<file path="config.mk">
export PLATFORM = sky130hd
export DESIGN_NAME = cv32e40s_hazard_scoreboard
export DESIGN_NICKNAME = d
export VERILOG_FILES = /design/src/rtl/cv32e40s_pkg.sv /design/src/rtl/cv32e40s_sb_match.sv /design/src/rtl/cv32e40s_hazard_scoreboard.sv
export SDC_FILE = /design/constraint.sdc
export NUM_CORES = 1
export LEC_CHECK = 0
export ABC_AREA = 1
export CORE_MARGIN = 5
export CORE_UTILIZATION = 51
export DETAILED_ROUTE_END_ITERATION = 10
export PLACE_DENSITY = 0.72
export RECOVER_POWER = 100
export SETUP_SLACK_MARGIN = 0.2
export SLEW_MARGIN = 10
export SYNTH_ARGS = -nofsm -noshare
export SYNTH_HDL_FRONTEND = slang
export SYNTH_HIERARCHICAL = 1
export SYNTH_SLANG_ARGS = --single-unit
</file>
<file path="constraint.sdc">
create_clock -name clk -period 4.25 [get_ports clk]
set_input_delay 1.0625 -clock clk [delete_from_list [all_inputs] [get_ports clk]]
set_output_delay 1.0625 -clock clk [all_outputs]
set_load 0.01 [all_outputs]
</file>
<file path="src/rtl/cv32e40s_pkg.sv">
// Shared types for the hazard scoreboard: the in-flight write entry and default sizing.
package cv32e40s_pkg;

  localparam int SB_DEPTH_DEFAULT = 4;
  localparam int SB_ADDR_W        = 5;

  typedef struct packed {
    logic [SB_ADDR_W-1:0] waddr;
    logic                 we;
    logic                 committed;
  } sb_entry_t;

endpackage

</file>
<file path="src/rtl/cv32e40s_sb_match.sv">
// Compares one ID read address against every live scoreboard entry.
// x0 and disabled read ports never report a hit.
module cv32e40s_sb_match
  import cv32e40s_pkg::*;
#(
  parameter int DEPTH  = SB_DEPTH_DEFAULT,
  parameter int ADDR_W = SB_ADDR_W
) (
  input  logic              re,
  input  logic [ADDR_W-1:0] raddr,
  input  sb_entry_t         entries [DEPTH],
  input  logic [DEPTH-1:0]  live,
  output logic              hit
);

  logic any_match_s;

  // OR-reduce address matches over entries that write the register file
  always_comb begin
    any_match_s = 1'b0;
    for (int i = 0; i < DEPTH; i++) begin
      any_match_s = any_match_s | (live[i] & entries[i].we & (entries[i].waddr == raddr));
    end
    hit = re & (raddr != {ADDR_W{1'b0}}) & any_match_s;
  end

endmodule

</file>
<file path="src/rtl/cv32e40s_hazard_scoreboard.sv">
// In-order queue of in-flight register writes (issue -> commit -> retire) that
// flags RAW hazards per ID read port and stalls ID on a hazard or a full queue.
module cv32e40s_hazard_scoreboard
  import cv32e40s_pkg::*;
#(
  parameter int NUM_READ_PORTS = 2,
  parameter int DEPTH          = SB_DEPTH_DEFAULT,
  parameter int ADDR_W         = SB_ADDR_W,
  parameter int BYPASS_EN      = 1
) (
  input  logic                             clk,
  input  logic                             rst_n,
  input  logic                             issue_valid_i,
  input  logic                             issue_we_i,
  input  logic [ADDR_W-1:0]                issue_waddr_i,
  output logic                             issue_ready_o,
  input  logic                             commit_i,
  input  logic                             retire_i,
  input  logic                             kill_i,
  input  logic [NUM_READ_PORTS-1:0]        rf_re_i,
  input  logic [NUM_READ_PORTS*ADDR_W-1:0] rf_raddr_i,
  output logic [NUM_READ_PORTS-1:0]        hazard_o,
  output logic                             stall_o,
  output logic [$clog2(DEPTH+1)-1:0]       count_o,
  output logic                             empty_o,
  output logic                             full_o
);

  localparam int                PTR_W    = (DEPTH > 1) ? $clog2(DEPTH) : 1;
  localparam int                CNT_W    = $clog2(DEPTH+1);
  localparam logic [PTR_W-1:0]  PTR_LAST = PTR_W'(DEPTH-1);
  localparam logic [CNT_W-1:0]  CNT_FULL = CNT_W'(DEPTH);

  sb_entry_t          entry_r [DEPTH];
  sb_entry_t          entry_s [DEPTH];
  logic [DEPTH-1:0]   valid_r, valid_s, live_s;
  logic [PTR_W-1:0]   head_r, head_s, tail_r, tail_s, cptr_r, cptr_s;
  logic [CNT_W-1:0]   count_r, count_s, ccount_r, ccount_s;
  logic               full_s, empty_s, push_s, pop_s, commit_s, head_committed_s;

  function automatic logic [PTR_W-1:0] ptr_inc(input logic [PTR_W-1:0] p);
    return (p == PTR_LAST) ? {PTR_W{1'b0}} : p + PTR_W'(1);
  endfunction

  // Committed entries always form a prefix starting at head; ccount tracks its length.
  assign full_s           = (count_r == CNT_FULL);
  assign empty_s          = (count_r == {CNT_W{1'b0}});
  assign head_committed_s = entry_r[head_r].committed;
  assign push_s           = issue_valid_i & ~full_s & ~kill_i;
  assign pop_s            = retire_i & ~empty_s & head_committed_s;
  assign commit_s         = commit_i & (ccount_r != count_r);

  // Next queue state: commit and retire first, then either kill or push
  always_comb begin
    entry_s  = entry_r;
    valid_s  = valid_r;
    head_s   = head_r;
    tail_s   = tail_r;
    cptr_s   = cptr_r;
    count_s  = count_r;
    ccount_s = ccount_r + CNT_W'(commit_s) - CNT_W'(pop_s);
    if (commit_s) begin
      entry_s[cptr_r].committed = 1'b1;
      cptr_s                    = ptr_inc(cptr_r);
    end else begin
      cptr_s = cptr_r;
    end
    if (pop_s) begin
      valid_s[head_r] = 1'b0;
      head_s          = ptr_inc(head_r);
    end else begin
      head_s = head_r;
    end
    if (kill_i) begin
      for (int i = 0; i < DEPTH; i++) begin
        valid_s[i] = valid_s[i] & entry_s[i].committed;
      end
      tail_s  = cptr_s;
      count_s = ccount_s;
    end else if (push_s) begin
      entry_s[tail_r].waddr     = issue_waddr_i;
      entry_s[tail_r].we        = issue_we_i;
      entry_s[tail_r].committed = 1'b0;
      valid_s[tail_r]           = 1'b1;
      tail_s                    = ptr_inc(tail_r);
      count_s                   = count_r + CNT_W'(1) - CNT_W'(pop_s);
    end else begin
      tail_s  = tail_r;
      count_s = count_r - CNT_W'(pop_s);
    end
  end

  // Queue state register with synchronous reset that drops every entry
  always_ff @(posedge clk) begin
    if (!rst_n) begin
      for (int i = 0; i < DEPTH; i++) begin
        entry_r[i] <= '0;
      end
      valid_r  <= {DEPTH{1'b0}};
      head_r   <= {PTR_W{1'b0}};
      tail_r   <= {PTR_W{1'b0}};
      cptr_r   <= {PTR_W{1'b0}};
      count_r  <= {CNT_W{1'b0}};
      ccount_r <= {CNT_W{1'b0}};
    end else begin
      entry_r  <= entry_s;
      valid_r  <= valid_s;
      head_r   <= head_s;
      tail_r   <= tail_s;
      cptr_r   <= cptr_s;
      count_r  <= count_s;
      ccount_r <= ccount_s;
    end
  end

  // Entries visible to hazard matching; the retiring head is bypassed when enabled
  always_comb begin
    live_s = valid_r;
    if ((BYPASS_EN != 0) && pop_s) begin
      live_s[head_r] = 1'b0;
    end else begin
      live_s = valid_r;
    end
  end

  for (genvar p = 0; p < NUM_READ_PORTS; p++) begin : g_match
    cv32e40s_sb_match #(
      .DEPTH  (DEPTH),
      .ADDR_W (ADDR_W)
    ) u_match (
      .re      (rf_re_i[p]),
      .raddr   (rf_raddr_i[p*ADDR_W +: ADDR_W]),
      .entries (entry_r),
      .live    (live_s),
      .hit     (hazard_o[p])
    );
  end

  assign issue_ready_o = ~full_s;
  assign stall_o       = (|hazard_o) | (issue_valid_i & full_s);
  assign count_o       = count_r;
  assign empty_o       = empty_s;
  assign full_o        = full_s;

endmodule

</file>
After elaboration in Yosys (flattened, before gate mapping):

Index checks and enable logic that the tools add are counted.

* add/subtract/negate cells: 8
* order comparisons: 9
* eq/ne operators: 13
* mux-type cells: 33
* bitwise gates (word level): 42
* reductions and logical operators: 9

Operators with widths (count)
* bitwise mux 28 bit: 4
* two-way mux 28 bit: 3
* demux 7 bit (select 2 bit): 4
* equality test 5 bit: 8
* AND 1 bit: 26
* binary-select mux 7 bit (select 2 bit): 1
* two-way mux 2 bit: 7
* two-way mux 4 bit: 3
* nonzero test 5 bit: 2
* >= comparator 3 bit, second input constant: 3
* inverter 2 -> 3 bit: 3
* subtractor 3 x 1 -> 3 bit: 3
* two-way mux 7 bit: 1
* OR 1 bit: 7
* adder 2 x 1 -> 2 bit, second input constant: 3
* equality test 2 bit, second input constant: 3
* less-than comparator 2 x 3 -> 1 bit, second input constant: 2
* less-than comparator 3 x 1 -> 1 bit, second input constant: 2
* two-way mux 1 bit: 6
* two-way mux 3 bit: 2
* AND 4 bit: 1
* demux 1 bit (select 2 bit): 2
* >= comparator 2 x 1 -> 1 bit, second input constant: 2
* logical AND 1 bit: 4
* other kinds (10): 12

* flip-flop bits (word level): 44
* input bits: 24
* output and inout bits: 9
* word-level logic and storage cells: 132

Logic depth before layout (Yosys ltp):

Gate-level depths: netlist of run 1.

* depth in word-level cells: 15
* mapped depth: 15
* gate-level depth less buffers: 15

By module:

The synthesis of run 1 kept the hierarchy.

By module, submodules not included
* cv32e40s_hazard_scoreboard: times used 1, cells each 290, area an instance 2244.7 sq um, sequential area each 880.8 sq um
* cv32e40s_sb_match: times used 2, cells each 112, area an instance 441.7 sq um, sequential area each 0.0 sq um

Worst setup path after synthesis of run 1:

Ideal clock, no wire load.

* path kind: input to output
* from: in retire_i
* to: out stall_o
* arrival: 2393 ps
* required time: 3188 ps
* slack: 794 ps
* stages on the path: 14
* path buffers: 0
* cell sequence: inv_1 a21oi_4 nand3_2 o21ai_0 inv_1 nand2_1 inv_1 nand2_1 nor2_1 nand3_1 nand2_1 nor2_1 nor2_1 a211o_1

* elaborated cells on any way between the ends: 25
* those cells by class: 1 x mux; 23 x bitwise; 1 x reduce/logical

RTL lines
* from (decl): line cv32e40s_hazard_scoreboard.sv:18 `input logic retire_i,`
* AND 1 bit (2 in a row): line cv32e40s_hazard_scoreboard.sv:50 `assign pop_s = retire_i & ~empty_s & head_committed_s;`
* two-way mux 4 bit: line cv32e40s_hazard_scoreboard.sv:119 `if ((BYPASS_EN != 0) && pop_s) begin`
* net live_s[2]: line cv32e40s_hazard_scoreboard.sv:36 `logic [DEPTH-1:0] valid_r, valid_s, live_s;`
* AND 1 bit (2 in a row): line cv32e40s_sb_match.sv:22 `any_match_s = any_match_s | (live[i] & entries[i].we & (entries[i].waddr == raddr));`
* OR 1 bit (2 in a row): line cv32e40s_sb_match.sv:22
* AND 1 bit: line cv32e40s_sb_match.sv:24 `hit = re & (raddr != {ADDR_W{1'b0}}) & any_match_s;`
* net hazard_o[1]: line cv32e40s_hazard_scoreboard.sv:22 `output logic [NUM_READ_PORTS-1:0] hazard_o,`
* OR reduction 2 bit: line cv32e40s_hazard_scoreboard.sv:140 `assign stall_o = (|hazard_o) | (issue_valid_i & full_s);`
* OR 1 bit: line cv32e40s_hazard_scoreboard.sv:140
* to (decl): line cv32e40s_hazard_scoreboard.sv:23 `output logic stall_o,`

The timed path passes the listed nets, and every way through them passes these cells.

Worst setup path after layout of run 1:

* from: in kill_i
* to: reg valid_r[1]

* cells in the longest elaborated chain, start to end: 4

Ends and longest elaborated chain
* from (decl): line cv32e40s_hazard_scoreboard.sv:19 `input logic kill_i,`
* inverter 1 bit: line cv32e40s_hazard_scoreboard.sv:49 `assign push_s = issue_valid_i & ~full_s & ~kill_i;`
* AND 1 bit: line cv32e40s_hazard_scoreboard.sv:49
* two-way mux 4 bit: line cv32e40s_hazard_scoreboard.sv:80 `end else if (push_s) begin`
* two-way mux 4 bit (*): line cv32e40s_hazard_scoreboard.sv:74 `if (kill_i) begin`
* to (signal assigned): line cv32e40s_hazard_scoreboard.sv:99 `valid_r <= {DEPTH{1'b0}};`
* to (signal assigned): line cv32e40s_hazard_scoreboard.sv:107 `valid_r <= valid_s;`
* to (decl): line cv32e40s_hazard_scoreboard.sv:36

Mark *: on every way between the ends. The rest lies on a longest branch, timed or not.
A chain may end at the register's enable or synchronous reset.

==> results.json, run 1 <==
{
  "n_fill_cell": 576,
  "dieWidth_um": 88.32,
  "synth_top_family_by_area": "simple AND/OR/NAND/NOR gates",
  "maxSlewViolCount": 0,
  "cp-start-kind": "input port",
  "synth_seq_area_share_pct": 28.16,
  "max_h_tree_level": 2,
  "placed_cells": 614,
  "finalWorstSetupSlack_ns": 0.3986,
  "cts_tree": "built",
  "path_class": "in -> reg",
  "pre_cts_slack_ns": -0.1820,
  "detailedRoute.firstIterationViolations": 280,
  "yosys-mux-area-fraction_pct": 0,
  "drt-pass1-iter-count": 4,
  "largest_net_degree_at_the_start_of_global_routing": 32,
  "insertedDiodeCount": 0,
  "die_area_um2": 7800,
  "post_drt_wl_per_cell_um": 12.71,
  "cts.clk_slew.worst_paths_ns": 0.08,
  "cts.hold.buffers_added": 0,
  "synth.lib_cells_used.distinct": 33,
  "worst_setup_path_end_kind": "register",
  "post_route_cells_drive_above_1_share_pct": 6.569,
  "net_count_after_synthesis": 557,
  "timing_hold_violations_final": 0,
  "p_leak_nw": 1.720,
  "compound_gate_fraction_of_synth_area_pct": 7.880,
  "ioPinCount": 33,
  "synth_simple_gate_area_share_pct": 40.28,
  "layoutNonFillerInstCount": 623,
  "critical_path_arrival_ns": 4.04,
  "post-route-util_pct": 60.46,
  "irDropWorstVdd_v": 0.0003692,
  "floorplan.initialDensity_pct": 52.52,
  "globalRouteTotalUtil_pct": 21.40,
  "detailedPlacementHpwl_um": 5997,
  "clk_root_buf": "clkbuf_8",
  "numPortBuffers": 32,
  "crit_path_max_fanout": 31,
  "max_clock_freq_ghz": 0.2596,
  "design.core.area_um2": 5956,
  "timing.hold.worst.class": "reg -> reg",
  "clkSinkCount": 44,
  "global_route.overflow_total": 0,
  "area_delta_synth_final_pct": 15.12,
  "worst_slew_pin_slew_ns": 1.028,
  "syn-instance-count": 514,
  "timing.critical_path.required_ns": 4.43,
  "drc": 0,
  "antenna_found_initial": 0,
  "post-synth-top-area-fraction_pct": 28.16,
  "ys_ff_latch": 44,
  "routed_wirelength_um": 7917,
  "final_common_cell": "nand2_1",
  "netlist_top_cells_area": "dfxtp_1, nand2_1, inv_1",
  "route.antenna.remaining_nets": 0,
  "detailroute.via_count": 3168,
  "std_cell_rows": 28,
  "cts_max_path_buffers": 2,
  "drt-vias-per-instance": 5.085,
  "cts_made_buffers": 5,
  "netlist.top_cell.by_area": "dfxtp_1",
  "first_global_vias": 2890,
  "grt_setup_unrepaired": "false",
  "totalNegativeSetupSlack_ns": 0,
  "syn_area_per_cell_um2": 6.086,
  "last_weighted_congestion_value_of_the_routability_driven_placer": 0.9303,
  "hold-worst-slack_ns": 0.4795,
  "worst_clock_skew_ns": 0.003594,
  "total_power_mw": 1.456,
  "num-nets-final": 591,
  "grt_first_pass_wirelength_um": 13240,
  "finalCritPeriodShare_pct": 90.62,
  "worst_skew_pair.late_latency_ns": 0.30,
  "layout.cell_area.non_filler_um2": 3601,
  "post_synth_xor_area_fraction_pct": 1.960,
  "pwr_cell_area_nw_per_um2": 404.3,
  "dpl_cell_area_um2": 3478,
  "yosys_warnings": 6,
  "drv.max_cap_violation_count": 0,
  "die_h_um": 88.32,
  "relSlewSlack_pct": 31.06,
  "status": "finished clean",
  "synth_area_um2": 3128,
  "layout_common_cells": "nand2_1, inv_1, nor2_1",
  "final_period_minus_worst_setup_slack_ns": 3.851,
  "post_synth_fa_ha_maj_area_fraction_pct": 7.840,
  "final-setup-viol-count": 0
}
-- routing by layer --
| layer | track usage (%) | vias up | share of wire [%] |
|---|---|---|---|
| met5 | 0 | - | 0 |
| met4 | 6.319 | 0 | 2.0 |
| met3 | 4.004 | 18 | 6.5 |
| met2 | 38.68 | 96 | 49 |
| met1 | 25.70 | 1415 | 43 |
| li1 | - | 1639 | - |
-- sequential cells by signal, indices dropped and copies added, names as in the netlist --
name,flops
count_o,3
cptr_r,2
ccount_r,3
tail_r,2
entry_r,28
valid_r,4
head_r,2
-- synth_stat cells, drive strengths merged --
cell,count
a211o,1
fa,1
clkbuf,5
o21bai,2
xor2,5
nand3b,2
and3,2
nor3,2
nor2,52
ha,18
xnor2,2
buf,7
o21ai,6
o211ai,1
nand2,196
nand3,42
dfxtp,44
a21oi,30
nand4,4
nor2b,1
inv,88
o31ai,2
o221ai,1
-- report_power, final --
group,switching [mW],internal [mW]
clock network,0.143,0.231
registers,0.0636,0.468
logic,0.334,0.217
total,0.540,0.916
-- worst max-delay path: stages --
cell and delay [ns]:
dlygate4sd3_1 0.73, inv_1 0.18, nand3_1 0.23, clkinvlp_2 0.87, nand2_1 0.70, nand3_1 0.13, nand2_1 0.08, a21oi_1 0.05
-- worst paths after layout --
path	start	endpoint	slack, ns	depth (start not counted)
setup / recovery	kill_i	valid_r[1]	0.40	8
hold / removal	entry_r[8]	entry_r[8]	0.48	2
setup reg to reg	count_o[0]	valid_r[1]	1.32	8
hold reg to reg	entry_r[8]	entry_r[8]	0.48	2
-- logic make-up after synthesis --
group	Yosys count
fa+ha+maj	19
buf+inv	100
flops	44
compound gates	43
xor+xnor	7
simple gates	301
-- final cells by class --
class | instances | area [um^2] | share of cell area, %
clock inverters | 2 | 60.06 | 1.668
well taps | 75 | 93.84 | 2.606
flip-flops and latches | 44 | 880.8 | 24.46
inverters | 88 | 331.6 | 9.208
clock buffers | 5 | 68.82 | 1.911
multi-input cells | 370 | 1803 | 50.07
repair buffers | 39 | 362.8 | 10.08
-- what timing repair did --
item	4_1_cts	5_1_grt
buffers inserted	0	2
setup endpoints to repair	3	3
gates cloned	0	0
pin swaps	0	7
resized for setup	8	8
(Power assumes the default switching activity.)
==> run 2, diff against run 1 <==
DONT_BUFFER_PORTS = 1   (was unset)
HOLD_SLACK_MARGIN = 0.15   (was unset)
PLACE_DENSITY = 0.65   (was 0.72)
==> results.json, run 2 (synthesis results as in run 1) <==
{
  "irDropWorstVdd_v": 0.0002462,
  "final_common_cell": "nand2_1",
  "first_global_vias": 2685,
  "power.sequential.fraction_pct": 41.1,
  "last_weighted_congestion_value_of_the_routability_driven_placer": 0.9589,
  "global_route.overflow_total": 0,
  "largest_reg_flops": 28,
  "biggestRegsByFlops": "entry_r: 28 flops, valid_r: 4 flops",
  "drt-pass1-iter-count": 4,
  "design.core.area_um2": 5956,
  "die_h_um": 88.32,
  "final-setup-viol-count": 0,
  "clk_root_buf": "clkbuf_8",
  "hold-worst-slack_ns": 0.4777,
  "worst_slew_pin_slew_ns": 1.017,
  "routed_wirelength_um": 7913,
  "antenna_found_initial": 0,
  "timing.critical_path.required_ns": 3.19,
  "worst_skew_pair.late_latency_ns": 0.30,
  "grt_setup_unrepaired": "false",
  "finalWorstSetupSlack_ns": 0.4738,
  "route.antenna.remaining_nets": 0,
  "detailedRoute.firstIterationViolations": 211,
  "cp-start-kind": "input port",
  "grt_first_pass_wirelength_um": 12850,
  "max_h_tree_level": 2,
  "layout_common_cells": "nand2_1, inv_1, nor2_1",
  "dieWidth_um": 88.32,
  "ioPinCount": 33,
  "switching_power_mw": 0.5144,
  "timing_hold_violations_final": 0,
  "worst_setup_path_end_kind": "output port",
  "path_class": "in -> out",
  "cts_max_path_buffers": 2,
  "drt-vias-per-instance": 4.988,
  "detailedPlacementHpwl_um": 6097,
  "post-route-util_pct": 53.70,
  "drc": 0,
  "clkSinkCount": 44,
  "maxSlewViolCount": 0,
  "relSlewSlack_pct": 31.83,
  "cts_setup_buffers": 0,
  "post_drt_wl_per_cell_um": 13.53,
  "power.share.switching_pct": 39.07,
  "largest_net_degree_at_the_start_of_global_routing": 32,
  "numPortBuffers": 0,
  "largest-register": "entry_r",
  "status": "finished clean",
  "cts.hold.buffers_added": 0,
  "cts_tree": "built",
  "totalNegativeSetupSlack_ns": 0,
  "cts.clk_slew.worst_paths_ns": 0.09,
  "worst_clock_skew_ns": 0.01354,
  "p_leak_nw": 1.533,
  "n_fill_cell": 649,
  "crit_path_max_fanout": 8,
  "max_clock_freq_ghz": 0.2648,
  "timing.hold.worst.class": "reg -> reg",
  "post_route_cells_drive_above_1_share_pct": 4.902,
  "drv.max_cap_violation_count": 0,
  "globalRouteTotalUtil_pct": 21.23,
  "critical_path_arrival_ns": 2.71,
  "finalCritPeriodShare_pct": 88.85,
  "pwr_cell_area_nw_per_um2": 411.6,
  "pre_cts_slack_ns": 0.5666,
  "insertedDiodeCount": 0,
  "detailroute.via_count": 2918,
  "std_cell_rows": 28,
  "cts_made_buffers": 5,
  "num-nets-final": 552,
  "die_area_um2": 7800,
  "internal-power_mw": 0.8020,
  "power.share.combinational_pct": 34.7,
  "cts_resized": 0,
  "clkPwrFrac_pct": 24.3,
  "area_delta_synth_final_pct": 2.240,
  "final_period_minus_worst_setup_slack_ns": 3.776,
  "floorplan.initialDensity_pct": 52.52
}
## run 2: changes by cell type in the layout (fill, tap and decap cells not counted), moves of 2 or more
cell,change
clkdlybuf4s50_1,-18
dlygate4sd3_1,-10
o21ai_0,+2
buf_4,-7
o21ai_2,-2
## run 2: final timing paths
| kind | from | to | slack (ns) | cells after the start |
|---|---|---|---|---|
| setup / recovery | retire_i | stall_o | 0.47 | 14 |
| hold / removal | entry_r[16] | entry_r[16] | 0.48 | 2 |
| setup reg to reg | count_o[0] | valid_r[1] | 1.24 | 8 |
| hold reg to reg | entry_r[16] | entry_r[16] | 0.48 | 2 |
## run 2: power groups by stage
stage	registers (mW)	clock network, mW	logic [mW]
CTS	0.544	0.326	0.469
global route	0.551	0.350	0.519
detailed placement	0.553	0	0.467
global placement	0.552	0	0.460
floorplan	0.525	0	0.399
finish	0.541	0.319	0.456
## run 2: metrics by stage
step	cell area [um^2]	total power, mW	instances
after floorplan	3128	0.9234	514
after global placement	3120	1.013	577
after detailed placement	3120	1.020	577
after CTS	3232	1.338	585
after global routing	3198	1.420	585
final	3198	1.316	585
## run 2: per-layer routing
metal	share of wire, %	wire (um)	vias up	GRT usage (%)
met4	1.7	133	0	7.418
met3	3.8	304	13	4.283
li1	-	-	1561	-
met2	48	3795	52	35.62
met1	47	3680	1292	27.12
met5	0	0	-	0
## run 2: cell type report
type	instances	area [um^2]	share of cell area, %
flip-flops and latches	44	880.8	27.54
clock inverters	3	42.54	1.330
clock buffers	5	68.82	2.152
well taps	75	93.84	2.934
inverters	88	331.6	10.37
multi-input cells	370	1780	55.67
## run 2: worst max-delay path: stages
cell	delay [ns]
inv_1	0.04
a21oi_4	0.14
nand3_1	0.24
o21ai_0	0.28
inv_1	0.09
nand2_1	0.09
inv_1	0.04
nand2_1	0.05
nor2_1	0.04
nand3_1	0.08
nand2_1	0.05
nor2_1	0.09
nor2_1	0.12
a211o_1	0.29
==> run 3, diff against run 2 <==
CTS_CLUSTER_DIAMETER = 40   (was unset)
GPL_TIMING_DRIVEN = 0   (was unset)
==> results.json, run 3 (synthesis results as in run 1) <==
{
  "drc": 0,
  "final-setup-viol-count": 0,
  "cp-start-kind": "input port",
  "critical_path_arrival_ns": 2.73,
  "area_delta_synth_final_pct": 5.600,
  "drt-pass1-iter-count": 4,
  "maxSlewViolCount": 0,
  "detailroute.via_count": 2952,
  "timing.critical_path.slowest_stage_cell": "a211o_1",
  "grt_first_pass_wirelength_um": 13330,
  "cts_resized": 0,
  "cts_tree": "built",
  "timing.hold.worst.class": "reg -> reg",
  "floorplan.initialDensity_pct": 52.52,
  "post_drt_wl_per_cell_um": 13.02,
  "dieWidth_um": 88.32,
  "top_usage_layer": "met2",
  "antenna_found_initial": 0,
  "p_leak_nw": 1.587,
  "biggestRegsByFlops": "entry_r: 28 flops, valid_r: 4 flops",
  "crit_path_max_fanout": 8,
  "pwr_cell_area_nw_per_um2": 436.5,
  "numPortBuffers": 0,
  "std_cell_rows": 28,
  "drv.max_cap_violation_count": 0,
  "die_h_um": 88.32,
  "path_class": "in -> out",
  "drt-vias-per-instance": 4.945,
  "routed_wirelength_um": 7773,
  "clkSinkCount": 44,
  "worst_clock_skew_ns": 0.004422,
  "finalCritPeriodShare_pct": 89.16,
  "largest-register": "entry_r",
  "clk_root_buf": "clkbuf_8",
  "n_fill_cell": 629,
  "worst_setup_path_end_kind": "output port",
  "timing.critical_path.required_ns": 3.19,
  "worstPathBufferInverterCount": 3,
  "last_weighted_congestion_value_of_the_routability_driven_placer": 0.8076,
  "total_power_mw": 1.442,
  "largest_net_degree_at_the_start_of_global_routing": 15,
  "cp_top_family": "compound AO/OA/AOI/OAI gates",
  "grt_use_met3_pct": 2.607,
  "post_route_cells_drive_above_1_share_pct": 5.556,
  "grt_setup_unrepaired": "false",
  "irDropWorstVdd_v": 0.0002884,
  "cts_made_buffers": 5,
  "status": "finished clean",
  "cts.clk_slew.worst_paths_ns": 0.09,
  "insertedDiodeCount": 0,
  "cts.hold.buffers_added": 0,
  "num-nets-final": 564,
  "die_area_um2": 7800,
  "timing.critical_path.cells": "inv_1 > a21oi_4 > nand3_2 > o21ai_0 > inv_1 > nand2_1 > inv_1 > nand2_1 > nor2_1 > nand3_1 > nand2_1 > nor2_1 > nor2_1 > a211o_1",
  "post-route-util_pct": 55.46,
  "layout_common_cells": "nand2_1, inv_1, nor2_1",
  "route.antenna.remaining_nets": 0,
  "final_period_minus_worst_setup_slack_ns": 3.789,
  "first_global_vias": 2864,
  "globalRouteTotalUtil_pct": 21.67,
  "cts_setup_buffers": 0,
  "max_clock_freq_ghz": 0.2639,
  "relSlewSlack_pct": 62.67,
  "totalNegativeSetupSlack_ns": 0,
  "global_route.overflow_total": 0,
  "final_common_cell": "nand2_1",
  "cts_max_path_buffers": 2,
  "detailedRoute.firstIterationViolations": 220,
  "max_h_tree_level": 2,
  "grt_use_met1_pct": 26.46,
  "timing_hold_violations_final": 0,
  "worst_skew_pair.late_latency_ns": 0.29,
  "largest_reg_flops": 28,
  "detailedPlacementHpwl_um": 6077,
  "worst_slew_pin_slew_ns": 0.5600,
  "design.core.area_um2": 5956,
  "ioPinCount": 33,
  "globalRouteMet2Util_pct": 39.16,
  "critical_path.max_stage_delay_ns": 0.34
}
-- run 3: cell types whose count changed in the layout (fill, tap and decap cells not counted) --
cell        previous run  this run
inv_2                 10         9
clkinv_2               1         0
nand3_1               42        41
nand3_2                0         1
buf_4                  0         1
bufinv_16              1         3
clkinvlp_4             1         0
inv_1                 77        78
buf_2                  0         3
clkbuf_1               0         8
-- run 3: per-stage QoR --
step	hold WS (ns)	instance area [um^2]	setup WS, ns	std cells
final	0.4828	3303	0.4607	597
after global routing	0.5141	3303	0.2430	597
after CTS	0.4819	3381	0.4417	597
after detailed placement	0.4685	3222	0.4530	589
after global placement	0.4619	3222	0.4610	589
after floorplan	0.4523	3128	0.7941	514
-- run 3: report_power, final --
part	total, mW	internal (mW)	switching [mW]
sequential	0.527	0.468	0.0591
clock	0.441	0.294	0.147
combinational	0.474	0.167	0.308
-- run 3: worst reg2reg max path: stages, from the launching register on --
cell     delay, ns
dfxtp_1       0.49
nor2_1        0.17
a21oi_4       0.21
nand3_2       0.21
inv_1         0.21
ha_1          0.25
inv_1         0.05
ha_1          0.13
inv_1         0.05
fa_1          0.36
xor2_1        0.17
xor2_1        0.22
nand2_1       0.08
a21oi_1       0.14
-- run 3: per-layer routing --
| metal | routed length, um | vias up | part of all wire [%] |
|---|---|---|---|
| li1 | - | 1584 | - |
| met1 | 3473 | 1300 | 45 |
| met2 | 3734 | 55 | 48 |
| met3 | 367 | 13 | 4.7 |
| met4 | 197 | 0 | 2.5 |
| met5 | 0 | - | 0 |
-- run 3: worst paths after layout --
path / startpoint / cells after the start / endpoint / slack, ns
worst max-delay path: retire_i / 14 / stall_o / 0.46
worst min-delay path: entry_r[1] / 2 / entry_r[1] / 0.48
worst max register to register: count_o[0] / 13 / count_o[2] / 1.45
worst min register to register: entry_r[1] / 2 / entry_r[1] / 0.48
-- run 3: area by class of cell --
type	instances	area, um^2	share of cell area [%]
multi-input combinational	370	1785	54.05
sequential	44	880.8	26.67
inverter	88	331.6	10.04
tap	75	93.84	2.841
clock inverter	3	90.09	2.727
clock buffer	5	68.82	2.083
buffer	12	52.55	1.591
